`src/rtl/uart_rx_pkg.sv`:
```
// Shared UART definitions: FSM encodings, line levels and baud timing helpers.
// The timing helpers are also used by the transmitter.
package uart_rx_pkg;

  localparam logic [2:0] IDLE    = 3'd0;
  localparam logic [2:0] START   = 3'd1;
  localparam logic [2:0] DATA    = 3'd2;
  localparam logic [2:0] PARITY  = 3'd3;
  localparam logic [2:0] STOP    = 3'd4;
  localparam logic [2:0] RECOVER = 3'd5;

  localparam logic HIGH = 1'b1;
  localparam logic LOW  = 1'b0;

  function automatic int cycFor(input int clkHz, input int baud);
    return clkHz / baud;
  endfunction

  function automatic int halfFor(input int clkHz, input int baud);
    return cycFor(clkHz, baud) / 2;
  endfunction

  function automatic int ctrWidth(input int cyc);
    return (cyc <= 2) ? 1 : $clog2(cyc);
  endfunction

endpackage

```
`src/rtl/uart_rx_sync.sv`:
```
// Two-flop synchronizer for the asynchronous rx line; resets to the idle (high) level.
module uart_rx_sync
  import uart_rx_pkg::*;
(
  input  logic clk,
  input  logic rst,
  input  logic d,
  output logic q
);

  logic meta;

  always_ff @(posedge clk) begin
    if (rst) begin
      meta <= HIGH;
      q    <= HIGH;
    end else begin
      meta <= d;
      q    <= meta;
    end
  end

endmodule

```
`src/rtl/uart_rx.sv`:
```
// UART receiver: oversampled frame reassembly with parity/framing/overrun reporting.
// Good words are pushed into a downstream write FIFO with a one-cycle strobe.
module uart_rx
  import uart_rx_pkg::*;
#(
  parameter int    BAUDRATE        = 9600,
  parameter int    CLKFREQUENCY    = 100_000_000,
  parameter int    PACKAGESIZE     = 8,
  parameter string PARITYEXISTENCE = "NO",
  parameter string SHIFT           = "MSBFIRST"
) (
  input  logic                   clk,
  input  logic                   rst,
  input  logic                   rx,
  output logic [PACKAGESIZE-1:0] fifoData,
  output logic                   fifoWrite,
  input  logic                   fifoFull,
  output logic                   parityError,
  output logic                   frameError,
  output logic                   overrun
);

  localparam int CYC  = cycFor(CLKFREQUENCY, BAUDRATE);
  localparam int HALF = halfFor(CLKFREQUENCY, BAUDRATE);
  localparam int CW   = ctrWidth(CYC);
  localparam int BW   = $clog2(PACKAGESIZE + 1);

  localparam logic [CW-1:0] CYC_LAST  = CW'(CYC - 1);
  localparam logic [CW-1:0] HALF_LAST = CW'(HALF - 1);
  localparam logic [BW-1:0] BIT_LAST  = BW'(PACKAGESIZE - 1);

  localparam bit HAS_PARITY  = (PARITYEXISTENCE != "NO");
  localparam bit EVEN_PARITY = (PARITYEXISTENCE == "EVEN");
  localparam bit MSB_FIRST   = (SHIFT == "MSBFIRST");

  logic                   rxs;
  logic [2:0]             state;
  logic [CW-1:0]          count;
  logic [BW-1:0]          bitCount;
  logic [PACKAGESIZE-1:0] shreg;
  logic [PACKAGESIZE-1:0] shregNext;
  logic                   perr;
  logic                   parityBad;

  uart_rx_sync u_sync (
    .clk (clk),
    .rst (rst),
    .d   (rx),
    .q   (rxs)
  );

  always_comb begin
    shregNext = MSB_FIRST ? {shreg[PACKAGESIZE-2:0], rxs} : {rxs, shreg[PACKAGESIZE-1:1]};
    parityBad = EVEN_PARITY ? (^shreg ^ rxs) : ~(^shreg ^ rxs);
  end

  always_ff @(posedge clk) begin
    if (rst) begin
      state       <= IDLE;
      count       <= '0;
      bitCount    <= '0;
      shreg       <= '0;
      perr        <= 1'b0;
      fifoData    <= '0;
      fifoWrite   <= 1'b0;
      parityError <= 1'b0;
      frameError  <= 1'b0;
      overrun     <= 1'b0;
    end else begin
      fifoWrite   <= 1'b0;
      parityError <= 1'b0;
      frameError  <= 1'b0;
      overrun     <= 1'b0;
      case (state)
        IDLE: begin
          count <= '0;
          if (rxs == LOW) begin
            state <= START;
            perr  <= 1'b0;
          end
        end
        START: begin
          if (count == HALF_LAST) begin
            count <= '0;
            if (rxs == LOW) begin
              state    <= DATA;
              bitCount <= '0;
            end else begin
              state <= IDLE;
            end
          end else begin
            count <= count + 1'b1;
          end
        end
        DATA: begin
          if (count == CYC_LAST) begin
            count    <= '0;
            shreg    <= shregNext;
            bitCount <= bitCount + 1'b1;
            if (bitCount == BIT_LAST) state <= HAS_PARITY ? PARITY : STOP;
          end else begin
            count <= count + 1'b1;
          end
        end
        PARITY: begin
          if (count == CYC_LAST) begin
            count <= '0;
            perr  <= parityBad;
            state <= STOP;
          end else begin
            count <= count + 1'b1;
          end
        end
        STOP: begin
          // Framing outranks parity; fifoFull only matters for an otherwise good word.
          if (count == CYC_LAST) begin
            count <= '0;
            if (rxs == LOW) begin
              frameError <= 1'b1;
              state      <= RECOVER;
            end else begin
              state <= IDLE;
              if (perr) begin
                parityError <= 1'b1;
              end else if (fifoFull) begin
                overrun <= 1'b1;
              end else begin
                fifoWrite <= 1'b1;
                fifoData  <= shreg;
              end
            end
          end else begin
            count <= count + 1'b1;
          end
        end
        RECOVER: begin
          // A held-low line (break) stays here so it reports only one frame error.
          if (rxs == HIGH) begin
            count <= '0;
            state <= IDLE;
          end else begin
            count <= count + 1'b1;
          end
        end
        default: begin
          count <= '0;
          state <= IDLE;
        end
      endcase
    end
  end

endmodule

```
`config.mk`:
```
export PLATFORM = sky130hd
export DESIGN_NAME = uart_rx
export DESIGN_NICKNAME = d
export VERILOG_FILES = /design/src/rtl/uart_rx_pkg.sv /design/src/rtl/uart_rx_sync.sv /design/src/rtl/uart_rx.sv
export SDC_FILE = /design/constraint.sdc
export NUM_CORES = 1
export LEC_CHECK = 0
export ABC_AREA = 0
export CORE_MARGIN = 4
export CORE_UTILIZATION = 56
export CTS_CLUSTER_SIZE = 8
export DETAILED_ROUTE_END_ITERATION = 16
export PLACE_DENSITY = 0.77
export SLEW_MARGIN = 20
export SYNTH_ARGS = -nofsm -noshare
export SYNTH_HDL_FRONTEND = slang
export SYNTH_SLANG_ARGS = --single-unit
```
`constraint.sdc`:
```
create_clock -name clk -period 2.7 [get_ports clk]
set_input_delay 0.81 -clock clk [delete_from_list [all_inputs] [get_ports clk]]
set_output_delay 0.81 -clock clk [all_outputs]
set_load 0.05 [all_outputs]
```
==> results.toml, run 1 <==
[critical_path]
cpPeakStageDelay_ns = 0.49
critical-path-top-delay-family = "simple AND/OR/NAND/NOR gates"
crit_type = "flop to flop"
crit_required_ns = 2.94
startpoint_type = "flop"
cp_max_fo = 14
cp-end-kind = "flop"
worstPathCellList = "ha_1 -> or4bb_1 -> nor4_1 -> o221ai_1 -> nand2b_1 -> nor2_1"
critPathArrivalTime_ns = 2.64
r2r_slack_ns = 0.30
critPathBufInv = 0
critPathSlowestCell = "or4bb_1"

[power_and_ir_drop]
p_switching_uw = 247
power_frac_seq_pct = 56.6
vdd_drop_max_mv = 0.374
intPower_uw = 914
swShare_pct = 21.3
powerDensity_nw_per_um2 = 516
power.leakage_nw = 0.819
power.share.combinational_pct = 3.5
clock_power_share_pct = 39.9

[cells_and_area]
n_antenna_cell = 0
drive_above_1_share_pct = 7.47
layout.cells.non_filler = 287
layout.nets = 247
areaGrowthSynthToFinish_pct = 15.0
fillers = 301

[clocking]
post_cts_buffers = 0
root_buffer = "clkbuf_4"
ctsResizeCount = 0
numCtsBuffers = 5
hold_buffers = 0
clock_sinks = 44
cts_buffer_depth = 2
cts_tree = "built"
cts.clk_slew.worst_paths_ns = 0.13
h-tree-depth = 2
insertion_delay_ns = 0.37

[drt]
post_drt_wl_per_cell_um = 12.6
viasPerCell = 5.30
ant_nets = 0
drtPass1Iterations = 4
drc_errors = 0
drtIter0Drc = 111
dr_total_vias = 1520
wirelength_um = 3610

[yosys]
syn-cell-area_um2 = 1960
netlist.area_leader.share_pct = 45.0
synth.area.top_cells = "dfxtp_1 (45%), nor2_1 (6.1%), nand2_1 (5.6%)"
ys_ff_latch = 44
yosysSeqAreaShare_pct = 45.0
synth_compound_area_share_pct = 7.29
synthSimpleGateAreaFrac_pct = 29.3
synth.distinct_cells = 38
synth_xor_area_share_pct = 9.21
synth_cells = 223
yosysTopAreaCell = "dfxtp_1"
synth_edf_count = 0
synthMuxAreaShare_pct = 4.61
ys.flop_type = "dfxtp_1"
ys_async_sr_fraction_pct = 0
synth_nets = 230
syn_area_per_cell_um2 = 8.77
synth_commonest_cells = "dfxtp_1 (44), nor2_1 (32), nand2_1 (29), a21oi_1 (15)"
synth.most_common_cell = "dfxtp_1"
synth_top_family_by_area = "simple AND/OR/NAND/NOR gates"
synthAdderAreaFrac_pct = 1.92
yosysWarnings = 0

[timing]
finalSetupViolations = 0
fin_skew_ns = 0.0128
worst_pin_slew_ns = 0.540
hold_viol_final = 0
fin_crit_sh_pct = 88.8
min_period_ns = 2.40
slew_headroom_pct = 64.0
slew_violations = 0
fmaxAchievable_mhz = 417
rsz0062_at_grt = "false"
setup_tns_ns = 0

[global_routing]
grt_pass1_wl_um = 6140
antenna_found_initial = 0
grt_util_all_layers_pct = 17.9
grt_max_degree = 30
grt_overflow = 0
grt_pass1_vias = 1359

[placement]
dp_cells = 279
post-dp-hpwl_um = 2460
io_buffers = 15
gp_congestion = 0.786

[die]
design.die.area_um2 = 4500
num_io_pins = 16
core_area_um2 = 3360
start_util_pct = 58.1
rows = 21
die-width_um = 67.1
die_h_um = 67.1

[hold_path]
hp-class = "flop to flop"

[run]
max_cap_violations = 0

[status]
status = "finished clean"
## routing by layer
layer  vias to the layer above  part of all wire [%]  GRT usage (%)  routed length (um)
li1                        798                     -              -                   -
met5                         -                     0              0                   0
met2                        34                    43           26.9                1570
met3                         5                   4.8           5.56                 174
met1                       683                    50           24.2                1820
met4                         0                   1.4           6.08                  49
## final cells by class
type | count | area (um2) | area share (%)
Clock inverter | 1 | 30.0 | 1.34
Sequential cell | 44 | 881 | 39.2
Multi-Input combinational cell | 166 | 1020 | 45.5
Tap cell | 46 | 57.6 | 2.56
Timing Repair Buffer | 18 | 173 | 7.68
Clock buffer | 7 | 65.1 | 2.89
Inverter | 5 | 18.8 | 0.835
## power groups by stage
stage,Combinational (mW),Clock [mW],Sequential [mW]
floorplan,0.0310,0,0.669
global placement,0.0405,0,0.671
detailed placement,0.0405,0,0.672
CTS,0.0407,0.470,0.657
global route,0.0455,0.495,0.658
finish,0.0405,0.463,0.657
## cells in the final DEF (no fill, tap or decap), types with 6 or more instances in the layout
cell type         n
xnor2_1          11
a21oi_1          15
nand3_1          11
xor2_1            7
nand4_1           7
nor2_1           32
clkdlybuf4s50_1  15
dfxtp_1          44
nand2b_1          6
nand2_1          29
mux2i_1           9
## worst paths after layout
path / from / to / cells past startpoint
setup / recovery: count[0] / count[13] / 6
hold / removal: u_sync.meta / u_sync.q / 1
setup reg to reg: count[0] / count[13] / 6
hold reg to reg: u_sync.meta / u_sync.q / 1
## flip-flops by register name, indices dropped and copies added (netlist names)
| register | cells |
|---|---|
| count | 14 |
| fifoData | 8 |
| shreg | 8 |
| bitCount | 4 |
| state | 3 |
| fifoWrite | 1 |
| frameError | 1 |
| overrun | 1 |
| parityError | 1 |
| perr | 1 |
| u_sync.meta | 1 |
| u_sync.q | 1 |
## logic make-up after synthesis
kind of cell | after synthesis
buffers and inverters | 13
DFF | 44
and+or+nand+nor | 111
xor gates and xnor gates | 19
muxes | 9
adders and majority gates | 3
AOI/OAI and AO/OA | 24
## per-stage QoR
step           utilization (%)  total power, mW  setup slack, ns  area (um2)  hold WS [ns]
2_1_floorplan                -            0.700            0.546        1960         0.389
4_1_cts                   66.9             1.17            0.296        2250         0.429
5_1_grt                   66.9             1.20            0.135        2250         0.450
3_5_place_dp              64.0            0.712            0.322        2150         0.398
6_report                  66.9             1.16            0.302        2250         0.424
3_3_place_gp              64.0            0.712            0.370        2150         0.394
(Power assumes the default switching activity.)
==> run 2: changes to the inputs <==
--- a/config.mk
+++ b/config.mk
@@ -7,10 +7,10 @@
 export LEC_CHECK = 0
 export ABC_AREA = 0
 export CORE_MARGIN = 4
-export CORE_UTILIZATION = 56
+export CORE_UTILIZATION = 61
 export CTS_CLUSTER_SIZE = 8
 export DETAILED_ROUTE_END_ITERATION = 16
-export PLACE_DENSITY = 0.77
+export PLACE_DENSITY = 0.83
 export SLEW_MARGIN = 20
 export SYNTH_ARGS = -nofsm -noshare
 export SYNTH_HDL_FRONTEND = slang
==> constraint.sdc (replaced) <==
create_clock -name clk -period 2.8 [get_ports clk]
set_input_delay 0.84 -clock clk [delete_from_list [all_inputs] [get_ports clk]]
set_output_delay 0.84 -clock clk [all_outputs]
set_load 0.05 [all_outputs]
==> results.toml, run 2 (synthesis gave the netlist of run 1 again) <==
[critical_path]
crit_required_ns = 3.09
r2r-start = "count[0]"
r2r_slack_ns = 0.26
crit_type = "flop to flop"
r2r-end = "bitCount[3]"
critPathArrivalTime_ns = 2.83
cp_max_fo = 4
critPathSlowestCell = "nor4_1"
ff2ff_path_depth = 6
cp-end-kind = "flop"
worstPathCellList = "ha_1 -> or4bb_1 -> nor4_1 -> nor2_1 -> or4_1 -> a31oi_1"
cpPeakStageDelay_ns = 0.53
startpoint_type = "flop"

[global_routing]
grt_overflow = 0
grt_pass1_wl_um = 6620
grt_max_degree = 27
grt_pass1_vias = 1500
antenna_found_initial = 0
grt_util_all_layers_pct = 20.3

[placement]
io_buffers = 15
gp_congestion = 0.803
post-dp-hpwl_um = 2540

[power_and_ir_drop]
vdd_drop_max_mv = 0.347
power.leakage_nw = 0.818
powerDensity_nw_per_um2 = 492

[die]
rows = 20
design.die.area_um2 = 4180
num_io_pins = 16
start_util_pct = 64.1
die-width_um = 64.6
core_area_um2 = 3050
die_h_um = 64.6

[run]
max_cap_violations = 0

[clocking]
insertion_delay_ns = 0.35
cts_tree = "built"
hold_buffers = 0
h-tree-depth = 2
cts_buffer_depth = 2
root_buffer = "clkbuf_4"
numCtsBuffers = 5
post_cts_buffers = 0
cts.clk_slew.worst_paths_ns = 0.12
clock_sinks = 44
ctsResizeCount = 0

[timing]
fin_skew_ns = 0.00763
rsz0062_at_grt = "false"
min_period_ns = 2.54
slew_headroom_pct = 54.7
fin_crit_sh_pct = 90.6
finalSetupViolations = 0
worst_pin_slew_ns = 0.673
hold_viol_final = 0
setup_tns_ns = 0
slew_violations = 0
fmaxAchievable_mhz = 394
fin_hold_ws_ns = 0.432

[drt]
drtIter0Drc = 108
ant_nets = 0
post_drt_wl_per_cell_um = 13.2
wirelength_um = 3760
drtPass1Iterations = 4
viasPerCell = 5.52
dr_total_vias = 1574
drc_errors = 0

[cells_and_area]
drive_above_1_share_pct = 7.47
areaGrowthSynthToFinish_pct = 14.8
layout.nets = 247
fin_util_pct = 73.6
top_register = "count"
top_regs = "count: 14 flops, fifoData: 8 flops, shreg: 8 flops"
largest_reg_flops = 14
layout_commonest_cell = "dfxtp_1"
n_antenna_cell = 0
final_cell_mix = "dfxtp_1 (44), nor2_1 (32), nand2_1 (29)"

[hold_path]
hold_depth = 1
whs_endpoint = "u_sync.q"
hp-start = "u_sync.meta"
hp-class = "flop to flop"

[status]
status = "finished clean"
==> run 2: cell counts in the layout (fill, tap and decap cells not counted) <==
No cell type changed its count.
==> run 2: cell type report <==
class	instances	area, um2
Clock inverter	1	30.0
Timing Repair Buffer	18	173
Sequential cell	44	881
Multi-Input combinational cell	166	1020
Clock buffer	7	65.1
Fill cell	238	807
Tap cell	44	55.1
Inverter	5	18.8
==> run 2: worst max-delay path, delay by kind of cell (launching register included) <==
| family | cells | cell delay, ns |
|---|---|---|
| AND/OR/NAND/NOR | 4 | 1.72 |
| flip-flops | 1 | 0.39 |
| adder cells (fa/ha/maj) | 1 | 0.21 |
| AO/OA/AOI/OAI | 1 | 0.16 |
==> run 2: worst max path at each step <==
stage / start / to / cells past startpoint
2_1_floorplan: count[4] / bitCount[3] / 5
3_3_place_gp: fifoFull / fifoData[5] / 5
3_5_place_dp: fifoFull / fifoData[7] / 5
4_1_cts: count[0] / bitCount[3] / 6
5_1_grt: count[0] / bitCount[3] / 6
6_report: count[0] / bitCount[3] / 6
==> run 2: report_power, final <==
part | total, mW | switching [mW] | internal, mW
sequential | 0.633 | 0.00410 | 0.629
combinational | 0.0402 | 0.0244 | 0.0158
clock | 0.431 | 0.194 | 0.237
total | 1.10 | 0.222 | 0.882
==> run 2: metrics by stage <==
step | instances | power (mW) | setup WS [ns] | instance area, um2
after floorplan | 223 | 0.675 | 0.646 | 1960
after global placement | 277 | 0.687 | 0.470 | 2150
after detailed placement | 277 | 0.687 | 0.438 | 2150
after CTS | 285 | 1.12 | 0.320 | 2250
after global routing | 285 | 1.15 | 0.167 | 2250
final | 285 | 1.10 | 0.263 | 2250
==> run 2: per-layer routing <==
layer | up-vias | GRT usage, % | wire [um]
met1 | 723 | 24.2 | 1700
met3 | 8 | 5.20 | 172
met5 | - | 0 | 0
met2 | 43 | 33.8 | 1810
li1 | 800 | - | -
met4 | 0 | 10.3 | 72
